===== src/rtl/spi_ram_master.sv =====
// rtl/spi_ram_master.sv - SPI master sequencing single-byte reads/writes to an SPI RAM slave
//
// Purpose: accepts one read or write request at a time and splits it into an
// address frame and a data frame. Each frame is a command-check cycle followed by
// {cmd[1:0], byte[7:0]} sent MSB first. Reads then wait RD_WAIT turnaround cycles
// and capture 8 MISO bits, MSB first.
//
// Parameters:
//   GAP      SS_n high cycles between address and data frames (1..15)
//   RD_WAIT  slave turnaround cycles before the first MISO bit (0..15)
// Ports:
//   clk, rst                      clock, synchronous active-high reset
//   req_valid/req_ready           request handshake
//   req_wr, req_addr, req_wdata   request fields, latched at accept
//   rsp_valid, rsp_rdata          one-cycle completion strobe and read data
//   SS_n, MOSI, MISO              SPI pins, all registered on clk

module spi_ram_master #(
  parameter int GAP     = 1,
  parameter int RD_WAIT = 1
) (
  input  logic       clk,
  input  logic       rst,
  input  logic       req_valid,
  output logic       req_ready,
  input  logic       req_wr,
  input  logic [7:0] req_addr,
  input  logic [7:0] req_wdata,
  output logic       rsp_valid,
  output logic [7:0] rsp_rdata,
  output logic       SS_n,
  output logic       MOSI,
  input  logic       MISO
);

  typedef enum logic [2:0] {
    S_IDLE,
    S_ADDR_FRM,
    S_GAP,
    S_DATA_FRM,
    S_TURN,
    S_CAPTURE,
    S_DONE
  } state_t;

  localparam logic [4:0] FRM_LAST = 5'd10;
  localparam logic [4:0] CAP_LAST = 5'd7;
  localparam logic [4:0] GAP_LAST = 5'(GAP - 1);
  localparam logic [4:0] RD_LAST  = 5'(RD_WAIT - 1);

  state_t     state;
  logic [4:0] cnt;
  logic       wr_q;
  logic [7:0] wdata_q;
  logic [9:0] shreg;
  logic [7:0] rx;

  // Outputs are computed for the cycle that follows each edge, so every
  // branch below sets SS_n/MOSI for the state being entered.
  always_ff @(posedge clk) begin
    if (rst) begin
      state     <= S_IDLE;
      cnt       <= 5'd0;
      wr_q      <= 1'b0;
      wdata_q   <= 8'h00;
      shreg     <= 10'h000;
      rx        <= 8'h00;
      req_ready <= 1'b1;
      rsp_valid <= 1'b0;
      rsp_rdata <= 8'h00;
      SS_n      <= 1'b1;
      MOSI      <= 1'b0;
    end else begin
      rsp_valid <= 1'b0;
      case (state)
        S_IDLE: begin
          if (req_valid && req_ready) begin
            wr_q      <= req_wr;
            wdata_q   <= req_wdata;
            shreg     <= {(req_wr ? 2'b00 : 2'b10), req_addr};
            state     <= S_ADDR_FRM;
            cnt       <= 5'd0;
            req_ready <= 1'b0;
            SS_n      <= 1'b0;
            MOSI      <= 1'b0;  // frame cycle 0 is the slave's command-check cycle
          end
        end

        S_ADDR_FRM, S_DATA_FRM: begin
          if (cnt == FRM_LAST) begin
            cnt  <= 5'd0;
            MOSI <= 1'b0;
            if (state == S_ADDR_FRM) begin
              state <= S_GAP;
              SS_n  <= 1'b1;
            end else if (wr_q) begin
              state     <= S_DONE;
              SS_n      <= 1'b1;
              rsp_valid <= 1'b1;
            end else begin
              state <= (RD_WAIT == 0) ? S_CAPTURE : S_TURN;
            end
          end else begin
            cnt   <= cnt + 5'd1;
            MOSI  <= shreg[9];
            shreg <= {shreg[8:0], 1'b0};
          end
        end

        S_GAP: begin
          if (cnt == GAP_LAST) begin
            state <= S_DATA_FRM;
            cnt   <= 5'd0;
            SS_n  <= 1'b0;
            shreg <= {(wr_q ? 2'b01 : 2'b11), (wr_q ? wdata_q : 8'h00)};
          end else begin
            cnt <= cnt + 5'd1;
          end
        end

        S_TURN: begin
          if (cnt == RD_LAST) begin
            state <= S_CAPTURE;
            cnt   <= 5'd0;
          end else begin
            cnt <= cnt + 5'd1;
          end
        end

        S_CAPTURE: begin
          rx <= {rx[6:0], MISO};
          if (cnt == CAP_LAST) begin
            state     <= S_DONE;
            cnt       <= 5'd0;
            SS_n      <= 1'b1;
            rsp_valid <= 1'b1;
            rsp_rdata <= {rx[6:0], MISO};
          end else begin
            cnt <= cnt + 5'd1;
          end
        end

        S_DONE: begin
          state     <= S_IDLE;
          cnt       <= 5'd0;
          req_ready <= 1'b1;
        end

        default: begin
          state <= S_IDLE;
          cnt   <= 5'd0;
        end
      endcase
    end
  end

endmodule


===== config.mk =====
export PLATFORM = sky130hd
export DESIGN_NAME = spi_ram_master
export DESIGN_NICKNAME = d
export VERILOG_FILES = /design/src/rtl/spi_ram_master.sv
export SDC_FILE = /design/constraint.sdc
export NUM_CORES = 1
export LEC_CHECK = 0
export ABC_AREA = 1
export BUFFER_PORTS_ARGS = -buffer_cell sky130_fd_sc_hd__buf_2
export CELL_PAD_IN_SITES_DETAIL_PLACEMENT = 1
export CELL_PAD_IN_SITES_GLOBAL_PLACEMENT = 2
export CORE_MARGIN = 2
export CORE_UTILIZATION = 33
export DETAILED_ROUTE_END_ITERATION = 7
export PLACE_DENSITY_LB_ADDON = 0.1
export SYNTH_ARGS = -nofsm -noshare
export SYNTH_HDL_FRONTEND = slang
export SYNTH_SLANG_ARGS = --single-unit

===== constraint.sdc =====
create_clock -name clk -period 3.55 [get_ports clk]
set_clock_uncertainty 0.05 [all_clocks]
set_input_delay 0.1775 -clock clk [delete_from_list [all_inputs] [get_ports clk]]
set_output_delay 0.1775 -clock clk [all_outputs]
set_load 0.01 [all_outputs]

==> results.py <==
metrics = {
    "pwr": {
        "pwr_density_cell_nw_per_um2": 703,
        "p_leak_nw": 1.16,
        "finalPower_mw": 1.73,
        "vdd_drop_max_v": 0.000221,
    },
    "clocking": {
        "cts_buffers": 5,
        "post_cts_buffers": 0,
        "cts_tree": "yes",
        "cts_resized": 0,
        "cts_sinks": 46,
        "clock_latency_ns": 0.31,
        "clock_path_buffers": 2,
        "clk_pin_slew_ns": 0.10,
        "cts-root-buf": "clkbuf_8",
        "h-tree-depth": 2,
        "hold_buffers": 0,
    },
    "synthesis": {
        "ys_seq_area_share_pct": 42.1,
        "ys.warnings.count": 0,
        "synth_cell_type_count": 27,
        "synth_cells": 317,
        "syn-num-nets": 341,
        "syn_area_um2": 2190,
        "syn_avg_cell_area_um2": 6.91,
        "ys_ff_latch": 46,
    },
    "sta": {
        "hold_viol": 0,
        "setup_violations": 0,
        "rsz0062_at_grt": "no",
        "tns_ns": 0,
        "drv_slew": 0,
        "timing.final.crit_share_pct": 62.7,
        "fmax_ghz": 0.449,
        "finalCriticalPeriod_ns": 2.23,
        "relSlewSlack_pct": 38.1,
        "tightest_slew_ns": 0.928,
    },
    "setup_path": {
        "cp-startpoint": "state[0]",
        "cp-end-kind": "flop",
        "worstSetupStartpointType": "flop",
        "crit_top_cell": "nand2_1",
        "worstPathMaxFanout": 11,
        "r2r_end": "state[0]",
        "r2r_slack_ns": 1.32,
        "max_stage_delay_ns": 0.65,
        "r2r-start": "state[0]",
        "critPathArrivalTime_ns": 2.42,
        "reg2reg_depth": 8,
        "worstPathRequired_ns": 3.74,
        "cp-endpoint": "state[0]",
        "cpMaxStageDelayCell": "nor2_1",
        "path_cells": "inv_1, nor2_1, nand2_1, nand2_1, inv_1, nand3_1, nand2_1, nor2_1",
        "crit_type": "flop to flop",
    },
    "die": {
        "num_rows": 29,
        "ioPinCount": 33,
        "die_h_um": 85.5,
        "core_um2": 6390,
        "start_util_pct": 34.3,
        "chipWidth_um": 85.5,
        "die-area_um2": 7300,
    },
    "run": {
        "cap_viol_max_count": 0,
    },
    "routing": {
        "routed_wl_mm": 5.67,
        "drc_errors": 0,
        "drt_iter0_markers": 32,
        "wire_per_inst_um": 13.4,
        "vias": 1984,
        "via_per_inst": 4.69,
        "drtAntennaViolNets": 0,
        "drt-pass1-iter-count": 4,
    },
    "global_routing": {
        "grt_max_degree": 31,
        "grt_pass1_vias": 1960,
        "grt_use_total_pct": 16.4,
        "antenna_found_initial": 0,
        "gr-total-overflow": 0,
        "grt_pass1_wl_mm": 9.54,
    },
    "placement": {
        "port_buffers": 32,
        "dp_hpwl_mm": 4.06,
        "gp_congestion": 0.807,
    },
    "finish": {
        "nets": 369,
        "final_common_cell": "nand2_1",
        "syn2layout_area_growth_pct": 12.2,
        "num_antenna_cells": 0,
        "final_cell_mix": "nand2_1 (90), nor2_1 (54), dfxtp_1 (46)",
        "drive_gt1_share_pct": 15.0,
    },
    "status": {
        "run_status": "complete, no violations",
    },
    "hold_path": {
        "min_path_type": "input pin to flop",
    },
}
[kinds of logic (layout without fill, tap and decap cells)]
family,count (synthesis),count (layout),synth area share [%]
simple gates,173,173,33.3
compound gates,57,57,13.8
flops,46,46,42.1
buf+inv,38,67,9.09
fa+ha+maj,3,3,1.71
[per-layer routing]
metal	global-route usage (%)	routed length [um]	share of wire [%]	vias up
li1	-	-	-	1062
met1	22.0	2820	50	890
met2	27.0	2580	46	27
met3	3.11	204	3.6	5
met4	4.33	57	1.0	0
met5	0	0	0	-
[power breakdown]
group	internal, mW	total (mW)	leakage (nW)	switching (mW)
clock	0.148	0.352	0.0506	0.204
combinational	0.212	0.686	0.736	0.474
sequential	0.616	0.688	0.376	0.0716
[synth_stat cells, drive strengths merged]
cell / n / share of area (%)
nand2: 92 / 16
nor2: 60 / 12
dfxtp: 46 / 42
a21oi: 28 / 6.4
inv: 27 / 5.1
o21ai: 22 / 5.0
nand3: 16 / 3.7
buf: 9 / 3.7
nor3: 5 / 1.1
a211oi: 3 / 1.0
ha: 3 / 1.7
clkbuf: 2 / 0.34
a21boi: 1 / 0.34
a31oi: 1 / 0.29
o21bai: 1 / 0.34
o311ai: 1 / 0.40
[sequential cells by signal, summed over array words and instances (netlist names)]
| name | cells |
|---|---|
| wr_q | 1 |
| rx | 7 |
| req_ready | 1 |
| wdata_q | 8 |
| shreg | 10 |
| rsp_valid | 1 |
| SS_n | 1 |
| rsp_rdata | 8 |
| cnt | 5 |
| MOSI | 1 |
| state | 3 |
[metrics by stage]
step	util, %	std cells	hold slack, ns	instance area, um2	setup slack [ns]
2_1_floorplan	-	317	0.262	2190	2.15
3_3_place_gp	36.9	415	0.375	2360	1.30
6_report	38.5	423	0.0617	2460	1.32
4_1_cts	38.5	423	0.0637	2460	1.30
3_5_place_dp	36.9	415	0.392	2360	1.33
5_1_grt	38.5	423	0.0846	2460	1.04
[layout make-up]
type                            instances  area [um2]
Clock buffer                            5        68.8
Inverter                               27         111
Fill cell                             838        3930
Tap cell                               77        96.3
Multi-Input combinational cell        233        1070
Sequential cell                        46         921
Clock inverter                          3        28.8
Timing Repair Buffer                   32         160
[how the worst min path moves through the flow]
stage	cells past startpoint	startpoint	slack [ns]	end
floorplan	2	MISO	0.26	rsp_rdata[0]
CTS	3	MISO	0.06	rsp_rdata[0]
global route	3	MISO	0.08	rx[0]
detailed placement	3	MISO	0.39	rsp_rdata[0]
finish	3	MISO	0.06	rsp_rdata[0]
global placement	3	MISO	0.38	rsp_rdata[0]
[worst max-delay path: cells and delay by family, from the launching register on]
family	cells	cell delay (ns)
buffers and inverters	2	0.29
AND/OR/NAND/NOR	6	1.26
flip-flops	1	0.56
Power figures use the tool's default switching activity.
